**src/rtl/seq_sdivmod.sv**
```systemverilog
// Iterative signed divider: one restoring step per cycle, quotient and remainder together.
// Optional SDIVMOD_FAST_DBZ_EN: a zero divisor skips the iteration and finishes on the next edge.
module seq_sdivmod #(
    parameter int DATAWIDTH = 64
) (
    input  logic                 clk,
    input  logic                 rst,
    input  logic                 start,
    input  logic [DATAWIDTH-1:0] a,
    input  logic [DATAWIDTH-1:0] b,
    output logic                 busy,
    output logic                 done,
    output logic [DATAWIDTH-1:0] quot,
    output logic [DATAWIDTH-1:0] rem,
    output logic                 dbz,
    output logic [1:0]           dbg_state
);

    localparam int W  = DATAWIDTH;
    localparam int W1 = DATAWIDTH + 1;
    localparam int CW = $clog2(DATAWIDTH + 1);

    typedef enum logic [1:0] {
        S_IDLE = 2'd0,
        S_CALC = 2'd1,
        S_FIX  = 2'd2
    } state_t;

    state_t          r_state;
    logic [CW-1:0]   r_cnt;
    logic [W-1:0]    r_q;       // dividend magnitude, shifted out as quotient bits shift in
    logic [W:0]      r_rem;
    logic [W:0]      r_b_mag;
    logic [W-1:0]    r_a;
    logic            r_neg_q;
    logic            r_bz;

    logic [W-1:0]    w_a_mag;
    logic [W:0]      w_b_ext;
    logic [W:0]      w_b_mag;
    logic            w_b_zero;
    logic [W+1:0]    w_shift;
    logic [W+1:0]    w_diff;
    logic            w_sub_ok;
    logic [W-1:0]    w_q_fix;
    logic [W-1:0]    w_r_fix;

    // |a| as an unsigned W-bit value already covers |MIN| = 2^(W-1).
    assign w_a_mag  = a[W-1] ? (~a + W'(1)) : a;
    assign w_b_ext  = {b[W-1], b};
    assign w_b_mag  = b[W-1] ? (~w_b_ext + W1'(1)) : w_b_ext;
    assign w_b_zero = (b == '0);

    assign w_shift  = {r_rem, r_q[W-1]};
    assign w_diff   = w_shift - {1'b0, r_b_mag};
    assign w_sub_ok = ~w_diff[W+1];

    assign w_q_fix  = r_neg_q ? -r_q : r_q;
    assign w_r_fix  = r_a[W-1] ? -r_rem[W-1:0] : r_rem[W-1:0];

    assign dbg_state = r_state;

    // Handshake: start is taken on any edge where busy is low (including the done
    // cycle); a request seen while busy is dropped, never queued.
    always_ff @(posedge clk or posedge rst) begin
        if (rst) begin
            r_state <= S_IDLE;
            r_cnt   <= '0;
            r_q     <= '0;
            r_rem   <= '0;
            r_b_mag <= '0;
            r_a     <= '0;
            r_neg_q <= 1'b0;
            r_bz    <= 1'b0;
            busy    <= 1'b0;
            done    <= 1'b0;
            quot    <= '0;
            rem     <= '0;
            dbz     <= 1'b0;
        end else begin
            done <= 1'b0;
            case (r_state)
                S_IDLE: begin
                    if (start) begin
                        r_q     <= w_a_mag;
                        r_b_mag <= w_b_mag;
                        r_rem   <= '0;
                        r_a     <= a;
                        r_neg_q <= a[W-1] ^ b[W-1];
                        r_bz    <= w_b_zero;
                        r_cnt   <= CW'(W);
                        busy    <= 1'b1;
`ifdef SDIVMOD_FAST_DBZ_EN
                        r_state <= w_b_zero ? S_FIX : S_CALC;
`else
                        r_state <= S_CALC;
`endif
                    end
                end
                S_CALC: begin
                    r_rem <= w_sub_ok ? w_diff[W:0] : w_shift[W:0];
                    r_q   <= {r_q[W-2:0], w_sub_ok};
                    r_cnt <= r_cnt - CW'(1);
                    if (r_cnt == CW'(1)) begin
                        r_state <= S_FIX;
                    end
                end
                S_FIX: begin
                    // A zero divisor overrides whatever the iteration produced.
                    quot    <= r_bz ? '1  : w_q_fix;
                    rem     <= r_bz ? r_a : w_r_fix;
                    dbz     <= r_bz;
                    done    <= 1'b1;
                    busy    <= 1'b0;
                    r_state <= S_IDLE;
                end
                default: begin
                    r_state <= S_IDLE;
                end
            endcase
        end
    end

endmodule

```
**config.mk**
```make
export PLATFORM = sky130hd
export DESIGN_NAME = seq_sdivmod
export DESIGN_NICKNAME = d
export VERILOG_FILES = /design/src/rtl/seq_sdivmod.sv
export SDC_FILE = /design/constraint.sdc
export NUM_CORES = 1
export LEC_CHECK = 0
export ABC_CLOCK_PERIOD_IN_PS = 15700
export CAP_MARGIN = 20
export CORE_UTILIZATION = 50
export CTS_CLUSTER_DIAMETER = 200
export CTS_CLUSTER_SIZE = 28
export DETAILED_ROUTE_END_ITERATION = 10
export PLACE_DENSITY = 0.73
export SETUP_SLACK_MARGIN = 0.1
export SLEW_MARGIN = 20
export SYNTH_ARGS = -nofsm -noshare
export SYNTH_HDL_FRONTEND = slang
export SYNTH_SLANG_ARGS = --single-unit
```
**constraint.sdc**
```tcl
create_clock -name clk -period 15.7 [get_ports clk]
set_input_delay 2.355 -clock clk [delete_from_list [all_inputs] [get_ports clk]]
set_output_delay 2.355 -clock clk [all_outputs]
set_load 0.01 [all_outputs]
```
Yosys cells after proc, flatten, opt, wreduce, memory -nomap -nowiden
Index checks and enable logic that the tools add are counted.
Cells by class
  equality and inequality tests: 5
  $add $sub $neg: 6
  reduce and logical (&&, ||, !) cells: 8
  bitwise logic cells: 4
  mux-type cells: 19
Operators by type and width (count)
  64-bit two-way mux: 6
  65-bit two-way mux: 3
  65-bit one-hot mux with 2 select lines: 1
  64-bit negation: 2
  64-bit one-hot mux with 2 select lines: 1
  66-bit by 65-bit subtractor with 66-bit output: 1
  65-bit by 1-bit adder with 65-bit output (second input constant): 1
  65-bit NOT: 1
  64-bit by 1-bit adder with 64-bit output (second input constant): 1
  64-bit zero test: 1
  64-bit NOT: 1
  7-bit one-hot mux with 2 select lines: 1
  2-bit AND reduction: 4
  7-bit by 1-bit equality test with 1-bit output (second input constant): 1
  7-bit two-way mux: 1
  7-bit by 1-bit subtractor with 7-bit output (second input constant): 1
  2-bit two-way mux: 2
  2-bit inequality test (second input constant): 2
  2-bit one-hot mux with 2 select lines: 1
  2-bit nonzero test: 2
  2-bit by 1-bit equality test with 1-bit output (second input constant): 1
  2-bit equality test (second input constant): 1
  2-bit zero test: 1
  1-bit two-way mux: 2
  3 further kinds: 3
Storage, ports and cells
  word-level logic and storage cells: 55
  output and inout port bits: 133
  register bits: 400

Longest topological paths before layout
  depth after elaboration: 5
  gate-level depth with buffers: 16

Least setup slack after synthesis
No wires, ideal clock.
  path kind: input -> register
  start point: input port a[26]
  end point: register r_q[62]
  required time: 15.576 ns
  path buffers: 0
  arrival: 5.015 ns
  slack: 10.562 ns
  cell stages on the path: 10
  path through: or4_4 -> or3_4 -> or4_4 -> or3_4 -> nand2b_4 -> o41ai_4 -> nand2_2 -> a21oi_2 -> xor2_1 -> o21ai_1
On the way
  longest elaborated chain between the ends: 5
RTL lines
  start: declaration: RTL line 9  | input logic [DATAWIDTH-1:0] a,
  64-bit NOT: RTL line 49  | assign w_a_mag = a[W-1] ? (~a + W'(1)) : a;
  64-bit by 1-bit adder with 64-bit output: RTL line 49
  64-bit two-way mux: RTL line 49
  64-bit two-way mux: RTL line 84  | if (start) begin
  64-bit one-hot mux with 2 select lines: RTL line 82  | case (r_state)
  end signal: assignment: RTL line 85  | r_q <= w_a_mag;
  end signal: assignment: RTL line 102  | r_q <= {r_q[W-2:0], w_sub_ok};
  end: declaration: RTL line 31  | logic [W-1:0] r_q;
No other way between the ends. The select of a mux whose other input is x is not followed.
A chain may end at the register's enable or synchronous reset.

Worst setup path after layout
  start point: input port a[10]
  end point: register r_q[59]
The elaborated chain is that of the path after synthesis.

==> flow_summary.ini <==
[status]
outcome = finished clean

[power_and_ir_drop]
combPwrFrac_pct = 46.9
swShare_pct = 42.7
seqPwrFrac_pct = 38.8
pwr-share-clk_pct = 14.3
leakage_nw = 11.9
vdd_drop_max_mv = 0.101
intPower_mw = 2.23
power.density_mw_per_mm2 = 136
p_switching_mw = 1.66

[clocking]
cts_buffer_depth = 3
cts_root_buf = clkbuf_16
cts_hold_buf = 0
cts_sinks = 400
ctsResizeCount = 0
tritoncts = done
cts_buffers = 18
clk_pin_slew_worst_paths_ns = 0.10
cts-htree-levels = 1
postCtsSetupRepairBufs = 0
insertion_delay_ns = 0.56

[min_path]
min_to = r_b_mag[11]$_DFFE_PP0P_
min-delay-start = r_b_mag[11]$_DFFE_PP0P_
hold_path_depth = 2
hold_path_class = flip-flop to flip-flop

[setup_path]
end_kind = flip-flop
reg2reg_to = r_rem[17]$_DFFE_PP0P_
r2r_start = r_rem[17]$_DFFE_PP0P_
cp_max_fo = 7
cp_data_required_time_ns = 16.11
startpoint_type = primary input
path_class = primary input to flip-flop
worstRegToRegCells = 13
worstPathArrival_ns = 5.98
r2r_slack_ns = 10.86

[layout]
nets = 3303
drive_gt1_share_pct = 3.09
fillers = 4439
area_delta_synth_final_pct = 14.2
antenna_cells = 0

[detailed_routing]
vias = 21900
ant_nets = 0
routed_wl_um = 69500
viasPerCell = 5.82
dr.pass1.iters = 5
drc_errors = 0
drtIter0Drc = 1677
wl_per_cell_um = 18.5

[synth]
async_flop_share_pct = 100
synth_area_leaders = dfrtp_1, xor2_1, nand2_1, o21ai_0, a21oi_1
syn_inst = 2962
netlist_area_mm2 = 0.0250
yosysWarnings = 0
avgSynthCellArea_um2 = 8.44
synth-seq-cells = 400
synth_top_area_cell = dfrtp_1
synth_edf_count = 0
yosysMostFrequentCell = nand2_1
synth_fp_nets = 3165
yosysSeqAreaShare_pct = 40.0
synth_top_cell_area_share_pct = 40.0
synth_common_cells = nand2_1, dfrtp_1, o21ai_0
yosys_most_used_dff = dfrtp_1
synth.distinct_cells = 83

[placed_design]
pre_cts_ws_ns = 9.62
globalplace.congestion = 0.942
dp_hpwl_um = 52000
port_buffers = 263

[grt]
antenna_found_initial = 0
gr-total-overflow = 0
grt_pass1_vias = 20400
grt_pass1_wl_um = 111000
grtUsageTotal_pct = 27.0
grt_max_degree = 134

[die]
dieArea_mm2 = 0.0509
die_h_um = 226
initial_core_util_pct = 50.9
fp.dieW_um = 226
io_pins = 264
num_rows = 81
core_area_mm2 = 0.0492

[timing]
rsz0062_at_grt = no
min_period_over_period_pct = 35.4
fin_crit_ns = 5.56
relSlewSlack_pct = 30.9
finalWorstSetupSlack_ns = 10.14
slew_violations = 0
worstMarginPinSlew_ns = 1.04
hold_viol_final = 0
setup_viol = 0
fmax_ghz = 0.180
finalClockSkew_ns = 0.0368
tns_ns = 0

[run]
drv_cap = 0
## cell families after synthesis
kind of cell / synth area share, %
flops: 40.0
buf+inv: 4.07
simple gates: 17.9
compound gates: 21.1
mux: 2.52
fa+ha+maj: 3.63
xor+xnor: 10.7
## layer usage
layer  global-route usage, %  vias to the layer above  share of wire [%]
li1                        -                    10700                  -
met5                       0                        -                  0
met4                    6.89                        0                2.3
met2                    42.0                      666                 44
met3                    2.85                       80                5.7
met1                    40.1                    10500                 48
## metrics by stage
step	total power, mW	instances	util, %	area [um^2]	hold WS (ns)
after floorplan	2.86	2962	-	25000	0.440
after global placement	3.28	3743	57.0	28000	0.458
after detailed placement	3.32	3743	57.0	28000	0.464
after CTS	3.88	3765	58.0	28500	0.496
after global routing	4.18	3766	58.1	28600	0.511
final	3.88	3766	58.1	28600	0.488
## critical path, stage by stage
cell and delay [ns]:
clkdlybuf4s50_1 0.52, or4_4 0.57, nor3_1 0.25, nand4_1 0.21, or2_1 0.36, nor3_1 0.45, nand3_2 0.28, o41ai_1 0.59
nand2_1 0.13, xnor2_1 0.17, o21ai_0 0.09
## sequential cells by signal, indices dropped and copies added (netlist names)
name / flops
r_b_mag: 65
r_rem: 65
busy: 1
rem: 64
quot: 64
r_q: 64
r_a: 64
dbg_state: 2
done: 1
dbz: 1
r_neg_q: 1
r_bz: 1
r_cnt: 7
## worst max path at each step
stage | slack, ns | cells past startpoint | from | end
6_report | 10.14 | 11 | a[10] | r_q[59]$_DFFE_PP0P_
2_1_floorplan | 2.22 | 1 | rst | busy$_DFFE_PP0P_
4_1_cts | 10.20 | 11 | a[10] | r_q[59]$_DFFE_PP0P_
5_1_grt | 9.98 | 11 | a[10] | r_q[59]$_DFFE_PP0P_
3_5_place_dp | 9.62 | 11 | a[10] | r_q[59]$_DFFE_PP0P_
3_3_place_gp | 9.72 | 11 | a[10] | r_q[59]$_DFFE_PP0P_
## power by group through the flow
stage	clock network, mW	logic, mW	registers (mW)
after floorplan	0	1.45	1.41
after global placement	0	1.78	1.51
after detailed placement	0	1.80	1.51
after CTS	0.576	1.81	1.49
after global routing	0.606	2.05	1.53
final	0.556	1.82	1.51
## cell usage in the layout (no fill, tap or decap), types with 31 or more instances in the layout
| master | Yosys | layout |
|---|---|---|
| or3_1 | 31 | 31 |
| a21oi_1 | 193 | 193 |
| nand2_1 | 527 | 526 |
| o21ai_0 | 349 | 349 |
| xor2_1 | 256 | 256 |
| xnor2_1 | 50 | 50 |
| nor2_1 | 191 | 188 |
| dfrtp_1 | 400 | 398 |
| nand3_1 | 44 | 44 |
| o41ai_1 | 40 | 40 |
| a22oi_1 | 61 | 61 |
| ha_1 | 71 | 71 |
| clkdlybuf4s50_1 | 0 | 261 |
| inv_1 | 99 | 98 |
| o31ai_1 | 78 | 78 |
| nor3_1 | 36 | 36 |
| mux2i_1 | 63 | 63 |
## layout make-up
type | count | area, um^2 | area share [%]
repair buffers | 284 | 2810 | 9.82
multi-input cells | 2296 | 14000 | 49.1
clock inverters | 1 | 20.0 | 0.0701
clock buffers | 21 | 483 | 1.69
well taps | 664 | 831 | 2.91
inverters | 100 | 383 | 1.34
flip-flops and latches | 400 | 10000 | 35.1
(Power assumes the default switching activity.)
